[config.mk]
export PLATFORM = sky130hd
export DESIGN_NAME = mem_initiator
export DESIGN_NICKNAME = d
export VERILOG_FILES = /design/src/rtl/mem_initiator.sv
export SDC_FILE = /design/constraint.sdc
export NUM_CORES = 1
export LEC_CHECK = 0
export BUFFER_PORTS_ARGS = -buffer_cell sky130_fd_sc_hd__buf_2
export CORE_ASPECT_RATIO = 0.9
export CORE_MARGIN = 1.5
export CORE_UTILIZATION = 49
export DETAILED_ROUTE_END_ITERATION = 16
export PLACE_DENSITY = 0.78
export SYNTH_ARGS = -nofsm -noshare
export SYNTH_HDL_FRONTEND = slang
export SYNTH_SLANG_ARGS = --single-unit
[constraint.sdc]
create_clock -name clk -period 2.3 [get_ports clk]
set_input_delay 0.345 -clock clk [delete_from_list [all_inputs] [get_ports clk]]
set_output_delay 0.345 -clock clk [all_outputs]
set_load 0.01 [all_outputs]
[src/rtl/mem_initiator.sv]
// mem_initiator: bus-master side of the core's memory interface.
// Takes one load/store at a time from the execute stage and runs it on the
// word-addressed memory port using a mem_ready request / mem_valid reply
// handshake. It generates byte strobes and replicates write data across
// lanes. On loads it extracts the addressed lane and sign- or zero-extends it.
// Misaligned requests are answered with an error and never reach the bus.
// Requests that memory never answers are abandoned after TIMEOUT cycles.

module mem_initiator #(
    parameter int TIMEOUT = 16
) (
    input  logic        clk,
    input  logic        reset,
    input  logic        req_valid,
    output logic        req_ready,
    input  logic        req_write,
    input  logic [1:0]  req_size,
    input  logic        req_unsigned,
    input  logic [31:0] req_addr,
    input  logic [31:0] req_data,
    output logic        resp_valid,
    output logic [31:0] resp_data,
    output logic        resp_err,
    output logic        mem_ready,
    input  logic        mem_valid,
    output logic [31:0] mem_addr,
    output logic [31:0] mem_wdata,
    output logic [3:0]  mem_wstrb,
    input  logic [31:0] mem_rdata
);

    // Counter is one bit wider than needed so the saturation value can never
    // alias the terminal count.
    localparam int CW = $clog2(TIMEOUT) + 1;
    localparam logic [CW-1:0] CNT_LAST = CW'(TIMEOUT - 1);
    localparam logic [CW-1:0] CNT_MAX  = {CW{1'b1}};

    typedef enum logic [1:0] {
        ST_IDLE = 2'b00,
        ST_BUS  = 2'b01,
        ST_RESP = 2'b10
    } state_t;

    // ------------------------------------------------------------------
    // Sizing helpers
    // ------------------------------------------------------------------

    // Half must be 2-byte aligned and word 4-byte aligned; the reserved size
    // is always rejected.
    function automatic logic misaligned_f(input logic [1:0] size, input logic [1:0] lo);
        logic bad;
        case (size)
            2'b00:   bad = 1'b0;
            2'b01:   bad = lo[0];
            2'b10:   bad = (lo != 2'b00);
            default: bad = 1'b1;
        endcase
        return bad;
    endfunction

    // Byte enables for a store, shifted to the addressed lane.
    function automatic logic [3:0] strb_f(input logic [1:0] size, input logic [1:0] lo);
        logic [3:0] s;
        case (size)
            2'b00:   s = 4'b0001 << lo;
            2'b01:   s = 4'b0011 << lo;
            2'b10:   s = 4'b1111;
            default: s = 4'b0000;
        endcase
        return s;
    endfunction

    // Right-justified store data replicated into every lane it could occupy.
    function automatic logic [31:0] wdata_f(input logic [1:0] size, input logic [31:0] d);
        logic [31:0] w;
        case (size)
            2'b00:   w = {4{d[7:0]}};
            2'b01:   w = {2{d[15:0]}};
            default: w = d;
        endcase
        return w;
    endfunction

    // Pick the addressed byte or half out of the read word and extend it.
    function automatic logic [31:0] extract_f(input logic [31:0] rd, input logic [1:0] size,
                                              input logic uns, input logic [1:0] lo);
        logic [7:0]  b;
        logic [15:0] h;
        logic [31:0] r;
        case (lo)
            2'b00:   b = rd[7:0];
            2'b01:   b = rd[15:8];
            2'b10:   b = rd[23:16];
            default: b = rd[31:24];
        endcase
        if (lo[1]) begin
            h = rd[31:16];
        end else begin
            h = rd[15:0];
        end
        case (size)
            2'b00: begin
                if (uns) begin
                    r = {24'h000000, b};
                end else begin
                    r = {{24{b[7]}}, b};
                end
            end
            2'b01: begin
                if (uns) begin
                    r = {16'h0000, h};
                end else begin
                    r = {{16{h[15]}}, h};
                end
            end
            default: r = rd;
        endcase
        return r;
    endfunction

    // ------------------------------------------------------------------
    // State and registers
    // ------------------------------------------------------------------
    state_t        state_r, state_s;
    logic          wr_r, wr_s;
    logic [1:0]    size_r, size_s;
    logic          uns_r, uns_s;
    logic [1:0]    lo_r, lo_s;
    logic [CW-1:0] cnt_r, cnt_s;

    logic          resp_valid_r, resp_valid_s;
    logic [31:0]   resp_data_r, resp_data_s;
    logic          resp_err_r, resp_err_s;
    logic          mem_ready_r, mem_ready_s;
    logic [31:0]   mem_addr_r, mem_addr_s;
    logic [31:0]   mem_wdata_r, mem_wdata_s;
    logic [3:0]    mem_wstrb_r, mem_wstrb_s;

    logic          accept_s;
    logic          mis_s;
    logic          timeout_s;

    assign req_ready  = (state_r == ST_IDLE);
    assign accept_s   = req_valid && (state_r == ST_IDLE);
    assign mis_s      = misaligned_f(req_size, req_addr[1:0]);
    assign timeout_s  = (cnt_r == CNT_LAST);

    assign resp_valid = resp_valid_r;
    assign resp_data  = resp_data_r;
    assign resp_err   = resp_err_r;
    assign mem_ready  = mem_ready_r;
    assign mem_addr   = mem_addr_r;
    assign mem_wdata  = mem_wdata_r;
    assign mem_wstrb  = mem_wstrb_r;

    // State register.
    always_ff @(posedge clk) begin
        if (reset) begin
            state_r <= ST_IDLE;
        end else begin
            state_r <= state_s;
        end
    end

    // Next-state logic; a reply from memory beats the timeout on the same edge.
    always_comb begin
        state_s = state_r;
        case (state_r)
            ST_IDLE: begin
                if (accept_s) begin
                    if (mis_s) begin
                        state_s = ST_RESP;
                    end else begin
                        state_s = ST_BUS;
                    end
                end else begin
                    state_s = ST_IDLE;
                end
            end
            ST_BUS: begin
                if (mem_valid) begin
                    state_s = ST_RESP;
                end else if (timeout_s) begin
                    state_s = ST_RESP;
                end else begin
                    state_s = ST_BUS;
                end
            end
            ST_RESP: state_s = ST_IDLE;
            default: state_s = ST_IDLE;
        endcase
    end

    // Next values of the latched request fields, counter and registered outputs.
    always_comb begin
        wr_s         = wr_r;
        size_s       = size_r;
        uns_s        = uns_r;
        lo_s         = lo_r;
        cnt_s        = cnt_r;
        resp_valid_s = 1'b0;
        resp_data_s  = resp_data_r;
        resp_err_s   = resp_err_r;
        mem_ready_s  = mem_ready_r;
        mem_addr_s   = mem_addr_r;
        mem_wdata_s  = mem_wdata_r;
        mem_wstrb_s  = mem_wstrb_r;
        case (state_r)
            ST_IDLE: begin
                if (accept_s) begin
                    wr_s   = req_write;
                    size_s = req_size;
                    uns_s  = req_unsigned;
                    lo_s   = req_addr[1:0];
                    if (mis_s) begin
                        resp_valid_s = 1'b1;
                        resp_err_s   = 1'b1;
                        resp_data_s  = 32'h0000_0000;
                        mem_ready_s  = 1'b0;
                    end else begin
                        mem_ready_s = 1'b1;
                        mem_addr_s  = {req_addr[31:2], 2'b00};
                        mem_wdata_s = wdata_f(req_size, req_data);
                        if (req_write) begin
                            mem_wstrb_s = strb_f(req_size, req_addr[1:0]);
                        end else begin
                            mem_wstrb_s = 4'b0000;
                        end
                        cnt_s = {CW{1'b0}};
                    end
                end else begin
                    mem_ready_s = 1'b0;
                end
            end
            ST_BUS: begin
                if (mem_valid) begin
                    mem_ready_s  = 1'b0;
                    mem_wstrb_s  = 4'b0000;
                    resp_valid_s = 1'b1;
                    resp_err_s   = 1'b0;
                    if (wr_r) begin
                        resp_data_s = 32'h0000_0000;
                    end else begin
                        resp_data_s = extract_f(mem_rdata, size_r, uns_r, lo_r);
                    end
                end else if (timeout_s) begin
                    mem_ready_s  = 1'b0;
                    mem_wstrb_s  = 4'b0000;
                    resp_valid_s = 1'b1;
                    resp_err_s   = 1'b1;
                    resp_data_s  = 32'h0000_0000;
                end else begin
                    if (cnt_r != CNT_MAX) begin
                        cnt_s = cnt_r + {{(CW-1){1'b0}}, 1'b1};
                    end else begin
                        cnt_s = cnt_r;
                    end
                end
            end
            ST_RESP: begin
                mem_ready_s = 1'b0;
            end
            default: begin
                mem_ready_s = 1'b0;
                mem_wstrb_s = 4'b0000;
            end
        endcase
    end

    // Output and datapath registers; reset drops the bus request and any
    // pending response.
    always_ff @(posedge clk) begin
        if (reset) begin
            wr_r         <= 1'b0;
            size_r       <= 2'b00;
            uns_r        <= 1'b0;
            lo_r         <= 2'b00;
            cnt_r        <= {CW{1'b0}};
            resp_valid_r <= 1'b0;
            resp_data_r  <= 32'h0000_0000;
            resp_err_r   <= 1'b0;
            mem_ready_r  <= 1'b0;
            mem_addr_r   <= 32'h0000_0000;
            mem_wdata_r  <= 32'h0000_0000;
            mem_wstrb_r  <= 4'b0000;
        end else begin
            wr_r         <= wr_s;
            size_r       <= size_s;
            uns_r        <= uns_s;
            lo_r         <= lo_s;
            cnt_r        <= cnt_s;
            resp_valid_r <= resp_valid_s;
            resp_data_r  <= resp_data_s;
            resp_err_r   <= resp_err_s;
            mem_ready_r  <= mem_ready_s;
            mem_addr_r   <= mem_addr_s;
            mem_wdata_r  <= mem_wdata_s;
            mem_wstrb_r  <= mem_wstrb_s;
        end
    end

endmodule

### Word level (Yosys, flattened, before mapping)

Index checks and enable logic that the tools add are counted.

| word-level totals | value |
|---|---|
| bits in registers | 114 |
| bits of input ports | 104 |
| logic and storage cells | 92 |

| operators by class | value |
|---|---|
| add/subtract/negate cells | 1 |
| equality and inequality tests | 16 |
| shift operators | 2 |
| mux-type cells | 46 |
| bitwise operators | 2 |
| reductions and logical operators | 12 |

Operator list:

| operator | count |
|---|---|
| $mux W32 | 7 |
| $pmux W32 S2 | 3 |
| $mux W5 | 5 |
| $pmux W4 S3 | 2 |
| $pmux W8 S3 | 1 |
| $mux W4 | 5 |
| $mux W16 | 1 |
| $mux W1 | 12 |
| $pmux W5 S2 | 1 |
| $eq A2 B1 Y1 const B | 4 |
| $logic_not A2 Y1 | 4 |
| $mux W2 | 4 |
| $ne A2 B2 Y1 const B | 4 |
| $reduce_and A4 Y1 | 2 |
| $eq A2 B2 Y1 const B | 3 |
| $pmux W1 S2 | 3 |
| $reduce_and A6 Y1 | 1 |
| $add A5 B1 Y5 const B | 1 |
| $eq A5 B4 Y1 const B | 1 |
| $ne A5 B5 Y1 const B | 1 |
| $ne A2 B1 Y1 const B | 2 |
| $pmux W2 S2 | 1 |
| $reduce_bool A2 Y1 | 2 |
| $shl A1 B2 Y4 const A | 1 |
| 7 further kinds | 8 |

### Logic depth before layout (Yosys ltp)

| logic depth | value |
|---|---|
| depth in word-level cells | 7 |
| gate-level depth with buffers | 8 |

### Worst setup path after synthesis

Ideal clock, no wire load.

| timing | value |
|---|---|
| kind | reg-to-reg |
| start point | register cnt_r[0] |
| end point | register cnt_r[2] |
| setup time | 131 ps |
| data arrival time | 1911 ps |
| setup slack | 258 ps |
| cell stages (with the launch flop) | 9 |
| buffers on the path | 1 |
| path through | dfxtp_1 -> ha_1 -> and3_1 -> ha_1 -> or4b_1 -> buf_6 -> nor3b_2 -> xnor2_1 -> nor3_2 |

| between the ends | value |
|---|---|
| cells in the longest elaborated chain, start to end | 5 |

Ends and longest elaborated chain:

| what | RTL line | RTL |
|---|---|---|
| start, declared | 129 | `logic [CW-1:0] cnt_r, cnt_s;` |
| start signal, assigned | 278 | `cnt_r <= {CW{1'b0}};` |
| start signal, assigned | 291 | `cnt_r <= cnt_s;` |
| $add A5 B1 Y5 | 254 | `cnt_s = cnt_r + {{(CW-1){1'b0}}, 1'b1};` |
| $mux W5 | 253 | `if (cnt_r != CNT_MAX) begin` |
| $mux W5 | 246 | `end else if (timeout_s) begin` |
| $mux W5 | 236 | `if (mem_valid) begin` |
| $pmux W5 S2 | 208 | `case (state_r)` |

Parallel ways exist; a longest one is shown, timed or not. The select of a mux whose other input is x is not followed.
A chain may end at the register's enable or synchronous reset.

### Worst setup path after layout

Ends and elaborated chain as after synthesis.

==> results.md <==
* Outcome: completed
* Critical path's slowest cell: sky130_fd_sc_hd__or4b_4
* Share of final-layout standard cells stronger than drive strength 1 at 36.5%
* Number of vias per cell after detailed routing at 5.66
* Number of violations of the max-capacitance limit at 0
* Non-filler cells, final at ~920
* Worst min path class: in -> reg
* Total power at about 5.6 mW
* Antenna viol nets, final at 0
* # H-tree levels at 4
* Total number of vias at 5221
* Maximum ir drop on the vdd rail at ~0.7 mV
* All-layer global routing usage at 26.7%
* Largest fanout of any net on the critical path at 7
* Crit Path Class: reg -> reg
* Largest cells by area after synthesis: sky130_fd_sc_hd__dfxtp_1 (44%), sky130_fd_sc_hd__nand2_1 (8.5%), sky130_fd_sc_hd__a21oi_1 (5.1%), sky130_fd_sc_hd__a221o_1 (4.6%), sky130_fd_sc_hd__mux2i_1 (4.2%)
* Die span in y at 101 um
* Time the worst path needs with I/O delays and setup at roughly 2.2 ns
* Total power per unit cell area at 803 nW/um2
* Diodes inserted at 0
* Buffers and inverters on the worst path at 0
* CP top delay family: simple AND/OR/NAND/NOR gates
* Crit path cell chain: ha_1 > and3_1 > ha_2 > or4b_4 > nor3b_4 > xnor2_2 > nor3_2
* Number of clock sinks seen by CTS at 113
* Via count of the first global-routing pass at 4850
* R2R Path Start: cnt_r[0]
* Number of unique standard cell types used by synthesis at 46
* Clk Tree Root Cell: sky130_fd_sc_hd__clkbuf_16
* Worst-Skew Late Latency at 0.40 ns
* Number of warning messages in the yosys log at 0
* Clock transition at path regs at 0.05 ns
* Router iterations before antenna repair at 5
* Wire length after detailed routing at between 15000 and 20000 um
* Relative max-transition margin at 41.6%
* Met2 GRT Util at 42.8%
* Die outline width at between 100 and 150 um
* Worst Hold Margin at 0.177 ns
* Busiest metal layer after global routing: met2
* Number of design rule violations left after detail routing at 0
* Slew at the pin closest to its max-slew limit at between 0.8 and 0.9 ns
* Number of cells in the design after placement at 891
* Number of clock buffers inserted by TritonCTS at 17
* Aggregate global routing overflow at 0
* Pin count of the biggest net entering global routing at between 80 and 90
* Count of cells along the worst hold path at 3
* Die area at approximately 11000 um2
* Share of synthesized area occupied by flip-flops and latches at a little over two fifths
* Initial cell density of the core at 50.5%
* Layout Nets at 888
* Port buffer count at slightly above 200
* Max Fclk at 454 MHz
* R2r setup slk at 0.1 ns
* Per-cell routed wire length at 16.3 um
* Hold Path End: mem_addr[15]
* Unrepaired setup endpoints after global routing: no
* Required time at the endpoint of the critical path at around 2.6 ns
* Leakage at ~3.2 nW
* Number of storage elements in the synthesis netlist at 113
* Routability-driven placement congestion ratio at 0.901
* Final total negative setup slack at 0 ns
* Hold buffers post-CTS at 0
* Cells after Synth at 589
* Yosys top cell area share at 43.5%
* Crit. End Element: flop
* TritonCTS clock tree: built
* Ratio of final minimum period to clock period at a little over nine tenths
* Global-route wire length before repair at approximately 24000 um
* Clk buf depth at 2
* Min-delay src: req_addr[15]
* Placed wire-length estimate after detailed placement at 10800 um
* First DRT Iteration DRCs at 384
* Worst clock skew at 0.00768 ns
* Crit path arrival time at 2.45 ns
* Met1 demand-to-capacity share in global routing at 33.9%
* Total count of hold-check failures in the final report at 0
* Growth of design area from synthesis to finish at 33.6%
* Number of core rows at 35
* Reg-to-Reg End: cnt_r[2]
* Startpoint kind of the worst setup timing path: flop
* Mean post-synth cell area at 8.83 um2
* Final core area utilization at 67.5%
* Worst-case reg-to-reg path depth at 7
* Total standard cell area after synthesis at 5200 um2
* Cell accounting for the most synthesized area: sky130_fd_sc_hd__dfxtp_1
* Number of antenna violations at the first check in global routing at 0
* Endpoints failing setup at 0
* Setup crit start: cnt_r[0]
* Final number of max-transition violations at 0
* Met3 Usage GRT at 7.40%
* Maximum cell stage delay along the critical path at approximately 0.63 ns
* Core area at 10300 um2
* Num ports at 208
-- flip-flops by register name, indices dropped and copies added, names as in the netlist --
signal     count
mem_addr      30
size_r         2
cnt_r          5
wr_r           1
mem_wstrb      4
mem_wdata     32
state_r        2
resp_data     32
mem_ready      1
lo_r           2
resp_err       1
uns_r          1
-- layout by cell type (no fill, tap or decap), drive strengths merged, types with 2 or more instances in the layout --
cell / n
a211oi: 12
a21o: 7
a21oi: 54
a221o: 24
a221oi: 8
a311oi: 8
and3: 2
buf: 224
bufinv: 3
clkbuf: 17
clkinv: 6
clkinvlp: 3
conb: 2
dfxtp: 113
ha: 3
inv: 21
mux2: 7
mux2i: 22
mux4: 8
nand2: 119
nand2b: 2
nand4b: 5
nor2: 44
nor2b: 2
nor3: 19
nor3b: 5
o21ai: 21
o22ai: 8
o2bb2ai: 9
o31ai: 5
xnor2: 2
-- what timing repair did --
| action | CTS | global route |
|---|---|---|
| endpoints found under the setup margin | 3 | 1 |
| pin swaps | 0 | 4 |
| buffers inserted | 0 | 0 |
| gates resized for setup | 1 | 3 |
-- worst max path at each step --
stage,endpoint,slack [ns],cells after the start
floorplan,cnt_r[2],0.26,8
global placement,cnt_r[3],0.12,7
detailed placement,cnt_r[2],0.04,7
CTS,cnt_r[1],0.11,7
global route,cnt_r[2],0.01,7
finish,cnt_r[2],0.1,7
-- where the power goes --
| group | internal, mW | switching, mW | leakage (nW) | total, mW |
|---|---|---|---|---|
| Clock | 1.71 | 0.971 | 0.290 | 2.69 |
| Combinational | 0.336 | 0.440 | 2.00 | 0.777 |
| Sequential | 2.05 | 0.0623 | 0.920 | 2.12 |
| Total | 4.10 | 1.47 | 3.21 | 5.58 |
-- per-layer routing --
layer	vias up	part of all wire [%]	wire length, um
met5	-	0	0
met2	247	48	7190
met3	26	8.3	1250
met4	0	2.4	363
li1	2483	-	-
met1	2465	42	6290
-- kinds of logic (layout without fill, tap and decap cells) --
group | count (synthesis) | after routing | share of synthesized area [%]
AO/OA/AOI/OAI | 158 | 158 | 21.0
other | 1 | 2 | 0.0721
adder cells (fa/ha/maj) | 3 | 3 | 0.722
flip-flops | 113 | 113 | 43.5
XOR/XNOR | 2 | 2 | 0.337
buffers and inverters | 70 | 274 | 6.62
multiplexers | 37 | 37 | 9.22
AND/OR/NAND/NOR | 205 | 205 | 18.5
-- synthesized netlist by cell type (all sizes together) --
master and instances:
nand2 119, dfxtp 113, a21oi 54, nor2 44, buf 31, a221o 24, mux2i 22, clkbuf 21
o21ai 21, nor3 19, inv 18, a211oi 12, o2bb2ai 9, a221oi 8, a311oi 8, mux4 8
o22ai 8, a21o 7, mux2 7, nand4b 5, nor3b 5, o31ai 5, ha 3, and3 2
nand2b 2, nor2b 2, xnor2 2, a32oi 1, and2 1, and2b 1, and3b 1, and4b 1
conb 1, nand3 1, nand3b 1, o21a 1, or4b 1
-- per-stage QoR --
stage / area [um2] / worst slack, ns
3_3_place_gp: 6320 / 0.117
4_1_cts: 6930 / 0.111
2_1_floorplan: 5200 / 0.258
3_5_place_dp: 6320 / 0.0391
5_1_grt: 6950 / 0.0131
6_report: 6950 / 0.0989
-- cell type report --
type,instances,area (um2)
fill,858,3340
multi-input combinational,407,2630
sequential,113,2260
timing repair buffer,224,1220
clock buffer,17,425
clock inverter,15,184
tap,129,161
inverter,18,67.6
-- worst min-delay path, delay by kind of cell --
family          cells  cell delay [ns]
compound gates      1             0.05
buf+inv             1             0.09
simple gates        1             0.04
Note: power is estimated with default switching activity, not from simulation.
